[config.mk]
export PLATFORM = sky130hd
export DESIGN_NAME = score_draw_scheduler
export DESIGN_NICKNAME = d
export VERILOG_FILES = /design/src/rtl/score_draw_scheduler.sv
export SDC_FILE = /design/constraint.sdc
export NUM_CORES = 1
export LEC_CHECK = 0
export CELL_PAD_IN_SITES_DETAIL_PLACEMENT = 2
export CELL_PAD_IN_SITES_GLOBAL_PLACEMENT = 2
export CORE_ASPECT_RATIO = 1.5
export CORE_UTILIZATION = 29
export DETAILED_ROUTE_END_ITERATION = 10
export PLACE_DENSITY_LB_ADDON = 0.1
export SKIP_CTS_REPAIR_TIMING = 1
export SYNTH_ARGS = -nofsm -noshare
export SYNTH_HDL_FRONTEND = slang
export SYNTH_SLANG_ARGS = --single-unit
[constraint.sdc]
create_clock -name clk -period 4.3 [get_ports clk]
set_input_delay 0.645 -clock clk [delete_from_list [all_inputs] [get_ports clk]]
set_output_delay 0.645 -clock clk [all_outputs]
set_load 0.02 [all_outputs]
[src/rtl/score_draw_scheduler.sv]
// Per-frame HUD score renderer: snapshots distance digits and high-score characters
// at frame start, then streams one glyph request per visible character to the blitter.
module score_draw_scheduler #(
   parameter int MAX_DISTANCE_UNITS   = 5,
   parameter int MAX_HIGH_SCORE_UNITS = 8,
   parameter int DEST_WIDTH           = 11,
   parameter int X                    = 1148,
   parameter int HIGH_SCORE_X         = 948,
   parameter int Y                    = 20
) (
   input  logic                                  clk,
   input  logic                                  rst_n,
   input  logic                                  frame_start,
   input  logic [MAX_DISTANCE_UNITS-1:0][3:0]    digits,
   input  logic [MAX_HIGH_SCORE_UNITS-1:0][3:0]  high_score,
   input  logic                                  paint,
   input  logic                                  show_high_score,
   output logic                                  blit_req,
   input  logic                                  blit_ack,
   output logic [3:0]                            blit_glyph,
   output logic [10:0]                           blit_x,
   output logic [9:0]                            blit_y,
   output logic                                  busy,
   output logic                                  done,
   output logic                                  overrun
);

   localparam int TOTAL_ITEMS = MAX_DISTANCE_UNITS + MAX_HIGH_SCORE_UNITS;
   localparam int CW          = $clog2(TOTAL_ITEMS + 1);

   localparam logic [CW-1:0] LP_DCOUNT = CW'(MAX_DISTANCE_UNITS);
   localparam logic [CW-1:0] LP_HCOUNT = CW'(MAX_HIGH_SCORE_UNITS);
   localparam logic [10:0]   LP_STEP   = 11'(DEST_WIDTH * 2);
   localparam logic [10:0]   LP_X      = 11'(X);
   localparam logic [10:0]   LP_HX     = 11'(HIGH_SCORE_X);
   localparam logic [9:0]    LP_Y      = 10'(Y);

   typedef enum logic [1:0] {
      S_IDLE,
      S_ISSUE,
      S_GAP,
      S_DONE
   } state_t;

   state_t r_state;
   state_t w_next;

   logic [MAX_DISTANCE_UNITS-1:0][3:0]   r_digits;
   logic [MAX_HIGH_SCORE_UNITS-1:0][3:0] r_highScore;
   logic                                 r_paint;
   logic [CW-1:0]                        r_count;
   logic [CW-1:0]                        r_idx;
   logic                                 r_overrun;

   logic          w_accept;
   logic          w_ackTaken;
   logic          w_last;
   logic [CW-1:0] w_newCount;
   logic          w_isDigit;
   logic [CW-1:0] w_pos;
   logic [3:0]    w_glyph;
   logic [10:0]   w_x;

   assign w_accept   = frame_start && ((r_state == S_IDLE) || (r_state == S_DONE));
   assign w_ackTaken = (r_state == S_ISSUE) && blit_ack;
   assign w_last     = (r_idx == (r_count - CW'(1)));
   assign w_newCount = (paint ? LP_DCOUNT : '0) + (show_high_score ? LP_HCOUNT : '0);

   always_ff @(posedge clk or negedge rst_n) begin
      if (!rst_n) begin
         r_state <= S_IDLE;
      end else begin
         r_state <= w_next;
      end
   end

   always_comb begin
      w_next = r_state;
      case (r_state)
         S_IDLE, S_DONE: begin
            if (w_accept) begin
               w_next = (w_newCount != '0) ? S_ISSUE : S_DONE;
            end else begin
               w_next = S_IDLE;
            end
         end
         S_ISSUE: begin
            if (blit_ack) begin
               w_next = w_last ? S_DONE : S_GAP;
            end
         end
         S_GAP: begin
            w_next = S_ISSUE;
         end
         default: begin
            w_next = S_IDLE;
         end
      endcase
   end

   // The snapshot is only taken on an accepted frame start, so mid-frame input changes stay invisible.
   always_ff @(posedge clk or negedge rst_n) begin
      if (!rst_n) begin
         r_digits    <= '0;
         r_highScore <= '0;
         r_paint     <= 1'b0;
         r_count     <= '0;
         r_idx       <= '0;
      end else if (w_accept) begin
         r_digits    <= digits;
         r_highScore <= high_score;
         r_paint     <= paint;
         r_count     <= w_newCount;
         r_idx       <= '0;
      end else if (w_ackTaken && !w_last) begin
         r_idx <= r_idx + CW'(1);
      end
   end

   always_ff @(posedge clk or negedge rst_n) begin
      if (!rst_n) begin
         r_overrun <= 1'b0;
      end else if (frame_start && ((r_state == S_ISSUE) || (r_state == S_GAP))) begin
         r_overrun <= 1'b1;
      end
   end

   // Items are packed: distance digits first (when painted), then high-score characters.
   always_comb begin
      w_isDigit = r_paint && (r_idx < LP_DCOUNT);
      w_pos     = (w_isDigit || !r_paint) ? r_idx : (r_idx - LP_DCOUNT);
      w_glyph   = '0;
      if (w_isDigit) begin
         for (int i = 0; i < MAX_DISTANCE_UNITS; i++) begin
            if (w_pos == CW'(i)) begin
               w_glyph = r_digits[i];
            end
         end
      end else begin
         for (int j = 0; j < MAX_HIGH_SCORE_UNITS; j++) begin
            if (w_pos == CW'(j)) begin
               w_glyph = r_highScore[j];
            end
         end
      end
      w_x = (w_isDigit ? LP_X : LP_HX) + (LP_STEP * 11'(w_pos));
   end

   always_comb begin
      blit_req   = 1'b0;
      blit_glyph = '0;
      blit_x     = '0;
      blit_y     = '0;
      busy       = 1'b0;
      done       = 1'b0;
      case (r_state)
         S_ISSUE: begin
            blit_req   = 1'b1;
            blit_glyph = w_glyph;
            blit_x     = w_x;
            blit_y     = LP_Y;
            busy       = 1'b1;
         end
         S_GAP: begin
            busy = 1'b1;
         end
         S_DONE: begin
            done = 1'b1;
         end
         default: begin
            blit_req = 1'b0;
         end
      endcase
   end

   assign overrun = r_overrun;

endmodule

### Word level (Yosys, flattened, before mapping)

Cells that the tools add are included.

* input port bits: 58
* output and inout port bits: 29
* register bits after elaboration: 64

* $add $sub $neg: 5
* reductions and logical operators: 16
* magnitude comparators: 1
* multiply operators: 1
* mux-type cells: 31
* equality and inequality tests: 12

Operator list (count)
* 4-bit two-way mux: 19
* 11-bit two-way mux: 2
* 4-bit by 3-bit == test with 1-bit output (second input constant): 4
* 11-bit by 9-bit adder with 11-bit output: 1
* 4-bit by 2-bit == test with 1-bit output (second input constant): 2
* 4-bit by 4-bit multiplier with 8-bit output (first input constant): 1
* 2-bit two-way mux: 3
* 2-bit one-hot mux with 3 select lines: 1
* 1-bit logical AND: 5
* 5-bit two-way mux: 1
* 3-bit by 4-bit adder with 4-bit output: 1
* 4-bit by 1-bit adder with 4-bit output (second input constant): 1
* 2-bit == test (second input constant): 2
* 4-bit by 1-bit == test with 1-bit output (second input constant): 1
* 4-bit == test: 1
* 4-bit logical NOT: 1
* 4-bit by 3-bit less-than comparator with 1-bit output (second input constant): 1
* 1-bit two-way mux: 4
* 4-bit nonzero test: 1
* 2-bit OR reduction: 2
* 4-bit by 1-bit subtractor with 4-bit output (second input constant): 1
* 4-bit by 3-bit subtractor with 4-bit output (second input constant): 1
* 1-bit logical OR: 3
* 3-bit two-way mux: 1
* other kinds (5): 6

### Logic depth before layout (Yosys ltp)

* depth after elaboration: 15
* mapped depth: 22
* depth with buffers taken out: 22

### Least setup slack after synthesis

Ideal clock, no wire load.

* path kind: reg-to-output
* start: register r_idx[0]
* end: output port blit_x[9]
* arrival: 4120 ps
* path slack: -465 ps
* cell stages (with the launch flop): 23
* cells stage by stage: dfrtp_1 inv_1 ha_1 nor2b_4 o21ai_1 nand2b_1 xnor2_1 inv_1 ha_1 inv_1 fa_1 inv_1 ha_1 and3_1 o21a_1 o21ai_0 nand2b_1 ha_1 o21ai_0 a21oi_1 o41ai_2 xnor2_1 nor2_1

* word-level cells in the longest chain between the ends: 7
* elaborated cells on any way between the ends: 9
* classes of those cells: 2 x add/sub; 1 x mul; 1 x order compare; 3 x mux; 2 x reduce/logical

Ends and longest elaborated chain
* start, declared: line 52 `logic [CW-1:0] r_idx;`
* start signal, assigned: line 116 `r_idx <= r_idx + CW'(1);`
* 4-bit by 3-bit less-than comparator with 1-bit output: line 130 `w_isDigit = r_paint && (r_idx < LP_DCOUNT);`
* 1-bit logical AND: line 130
* 1-bit logical OR: line 131 `w_pos = (w_isDigit || !r_paint) ? r_idx : (r_idx - LP_DCOUNT);`
* 4-bit two-way mux: line 131
* 4-bit by 4-bit multiplier with 8-bit output: line 146 `w_x = (w_isDigit ? LP_X : LP_HX) + (LP_STEP * 11'(w_pos));`
* 11-bit by 9-bit adder with 11-bit output *: line 146
* 11-bit two-way mux *: line 156 `case (r_state)`
* end, declared: line 21 `output logic [10:0] blit_x,`

Mark *: on every way between the ends. The rest lies on a longest branch, timed or not.

### Worst setup path in the final report

* start: register r_idx[1]
* end: output port blit_x[9]

Same word-level chain as after synthesis.

==> metrics.md <==
| Metric | Value |
|---|---|
| Outcome | `finished, violations left` |
| Violated checks | `setup timing` |
| Final wirelength | `between 10000 and 15000 um` |
| Max Clock Skew | `~0.0067 ns` |
| Root Driver | `clkbuf_16` |
| Slowest-stage cell, CP | `fa_2` |
| Cell Chain, Critical Path | `inv_2 -> ha_4 -> nor2b_4 -> o21ai_4 -> or2_4 -> xor2_4 -> ha_4 -> inv_2 -> fa_2 -> inv_2 -> and3_1 -> o21a_1 -> nor2_1 -> ha_1 -> nor4_2 -> a21oi_2 -> o41ai_2 -> xnor2_1 -> nor2_2 -> buf_4` |
| Dominant synthesized flop cell | `dfrtp_1` |
| Initial antenna violation count | `0` |
| Crit start category | `register` |
| Hold Crit Class | `primary input to asynchronous set/reset pin` |
| Site row count | `50` |
| Dpl hpwl | `around 8500 um` |
| RSZ-0062 raised after global routing | `yes` |
| First-pass GRT wire length | `17600 um` |
| Initial detailed-routing violation count | `68` |
| # port buffers | `77` |
| CTS max path bufs | `2` |
| Drt first pass iters | `4` |
| Fin nets | `around 540` |
| Post-Route Setup TNS | `-1.50 ns` |
| Post-Route Utilization | `0.432` |
| DRC | `0` |
| P&R area growth vs syn | `43.7%` |
| Starting Density | `0.300` |
| Clock transition at path regs | `~0.050 ns` |
| CP Capture Point | `blit_x[9]` |
| Ant. Diodes | `0` |
| Worst Setup SP | `r_idx[1]` |
| Worst R2R Start | `r_state[0]` |
| Syn Area/Cell | `between 10 and 15 um^2` |
| Vias in the first global route | `approximately 3500` |
| DR vias/cell | `~4.9` |
| Via count | `~3000` |
| Max Freq | `around 0.21 GHz` |
| CORE AREA | `approximately 13000 um^2` |
| LEAKAGE | `2.45 nW` |
| Congestion Overflow GR | `0` |
| Worst Path Arrival | `4.09 ns` |
| Total Power | `about 4 mW` |
| Cell family with the largest share of critical-path delay | `adder cells` |
| Pwr/cell area | `~720 nW/um^2` |
| H-tree lvl count | `3` |
| Critical path depth | `20` |
| Num CTS Buffers | `9` |
| Clock Sinks | `approximately 60` |
| Worst path buffer plus inverter count | `4` |
| Largest net degree at the start of global routing | `38` |
| Die width | `95.2 um` |
| Crit-path max FO | `4` |
| Most common cell after layout, fill and taps aside | `clkdlybuf4s50_1` |
| Number of synthesized flops with an enable pin | `0` |
| CTS tree | `yes` |
| Most frequent cells in the layout | `64 x clkdlybuf4s50_1, 61 x dfrtp_1, 54 x mux2_2` |
| Post-route minimum period | `between 4 and 5 ns` |
| Seq cells post-synth | `~60` |
| Worst rel slew slack | `0.565` |
| I/O Pins | `slightly below 90` |
| CP Capture Type | `output pin` |
| Layout cell share with drive strength beyond 1 | `0.378` |
| CP Data Required Time | `3.65 ns` |
| Antenna-violating nets left | `0` |
| Post-synthesis sequential area ratio | `0.404` |
| Avg WL per Cell | `17.8 um` |
| RR Endpoint | `r_digits[5]` |
| Critical path's largest stage delay | `0.52 ns` |
| Die Ht | `roughly 140 um` |
| R2R setup slack | `slightly below 2 ns` |
| Final Hold Violating Endpoints | `0` |
| Final Worst Setup Slack | `-0.431 ns` |
| YS warnings | `0` |
| Cell depth of the worst flop-to-flop path | `5` |
| Crit path top cell by count | `inv_2` |
| Skew-Pair Late Insertion Delay | `approximately 0.33 ns` |
| Gr usage total | `0.175` |
| CP Class | `register to output pin` |
| Cells after synthesis | `335` |
| Die area | `roughly 13000 um^2` |
| Slew Limit Fails | `0` |
| RePlAce Congestion | `about 0.7` |
| Final setup fails | `5` |
| FFs w/ async S/R, synth | `1.00` |
| MaxCap Viol Count | `0` |
| Least-Margin Pin Slew | `approximately 0.65 ns` |
| Mapped Area | `around 3800 um^2` |
| Fin crit share | `1.10` |
| Distinct cells, synth | `56` |
| Max VDD drop | `244 uV` |
-- power breakdown --
part	internal [mW]	leakage, nW	switching [mW]	total, mW
Combinational	1.10	1.59	1.06	2.16
Clock	0.462	0.143	0.251	0.713
Sequential	0.858	0.722	0.169	1.03
-- Yosys cell counts, types with 2 or more instances --
| master | count | share of area |
|---|---|---|
| a21o_1 | 3 | 0.0060 |
| a21oi_1 | 12 | 0.016 |
| a221o_1 | 6 | 0.016 |
| a221oi_1 | 5 | 0.012 |
| a221oi_2 | 4 | 0.016 |
| a22o_1 | 3 | 0.0070 |
| a22oi_1 | 3 | 0.0060 |
| a31oi_1 | 2 | 0.0033 |
| and3_1 | 2 | 0.0033 |
| buf_2 | 8 | 0.011 |
| buf_4 | 11 | 0.022 |
| buf_6 | 4 | 0.012 |
| clkbuf_1 | 3 | 0.0030 |
| dfrtp_1 | 61 | 0.40 |
| fa_1 | 2 | 0.011 |
| ha_1 | 26 | 0.086 |
| inv_1 | 17 | 0.017 |
| mux2_2 | 54 | 0.16 |
| nand2_1 | 10 | 0.0099 |
| nand2b_1 | 6 | 0.0099 |
| nand3_1 | 5 | 0.0066 |
| nand4_1 | 2 | 0.0033 |
| nor2_1 | 14 | 0.014 |
| nor2_4 | 2 | 0.0060 |
| nor2b_1 | 4 | 0.0066 |
| nor3_1 | 4 | 0.0053 |
| nor4_1 | 2 | 0.0033 |
| o211a_1 | 3 | 0.0079 |
| o211ai_1 | 4 | 0.0079 |
| o21a_1 | 3 | 0.0060 |
| o21ai_0 | 11 | 0.015 |
| o21ai_1 | 6 | 0.0079 |
| xnor2_1 | 7 | 0.016 |
| xor2_1 | 4 | 0.0093 |
-- state kept, by name (all words and copies together), names as in the netlist --
signal	cells
r_highScore	32
r_digits	20
r_idx	4
r_count	2
r_state	2
overrun	1
-- per-layer routing --
layer,up-vias,wire [um],global-route usage
li1,1425,-,-
met5,-,0,0
met1,1526,4020,0.186
met3,17,250,0.0257
met4,0,258,0.0718
met2,53,6410,0.333
-- cells by family (layout without fill, tap and decap cells) --
family / after synthesis / after routing / synth area share
muxes: 56 / 56 / 0.167
buffers and inverters: 46 / 161 / 0.0679
DFF: 61 / 61 / 0.404
xor gates and xnor gates: 12 / 12 / 0.0298
and+or+nand+nor: 59 / 59 / 0.0891
other: 1 / 9 / 0.000992
AOI/OAI and AO/OA: 72 / 72 / 0.144
adders and majority gates: 28 / 28 / 0.0967
-- worst reg2reg max path: stages, from the launching register on --
cell and delay (ns):
dfrtp_1 0.39, inv_1 0.06, ha_1 0.36, nand2_2 0.46, buf_4 0.54, mux2_2 0.41
-- area by class of cell --
type	instances	area, um^2
Inverter	19	73.8
Clock inverter	4	47.5
Sequential cell	61	1530
Multi-Input combinational cell	236	2210
Clock buffer	12	246
Fill cell	1300	7150
Tap cell	156	195
Timing Repair Buffer	126	1130
-- worst min-delay path by stage --
| stage | from | endpoint |
|---|---|---|
| 2_1_floorplan | rst_n | overrun |
| 3_3_place_gp | overrun | overrun |
| 3_5_place_dp | overrun | overrun |
| 4_1_cts | rst_n | r_highScore[5] |
| 5_1_grt | rst_n | r_highScore[5] |
| 6_report | rst_n | r_highScore[5] |
-- per-stage QoR --
step	cell area [um^2]	cells	hold slack, ns	worst slack (ns)
finish	5430	614	0.343	-0.431
global route	5430	614	0.384	-0.637
CTS	5340	611	0.356	-1.11
detailed placement	5040	595	0.448	-0.753
global placement	5040	595	0.443	-0.469
floorplan	3920	343	0.349	-0.0463
No activity file was read; power rests on OpenSTA's default activity.
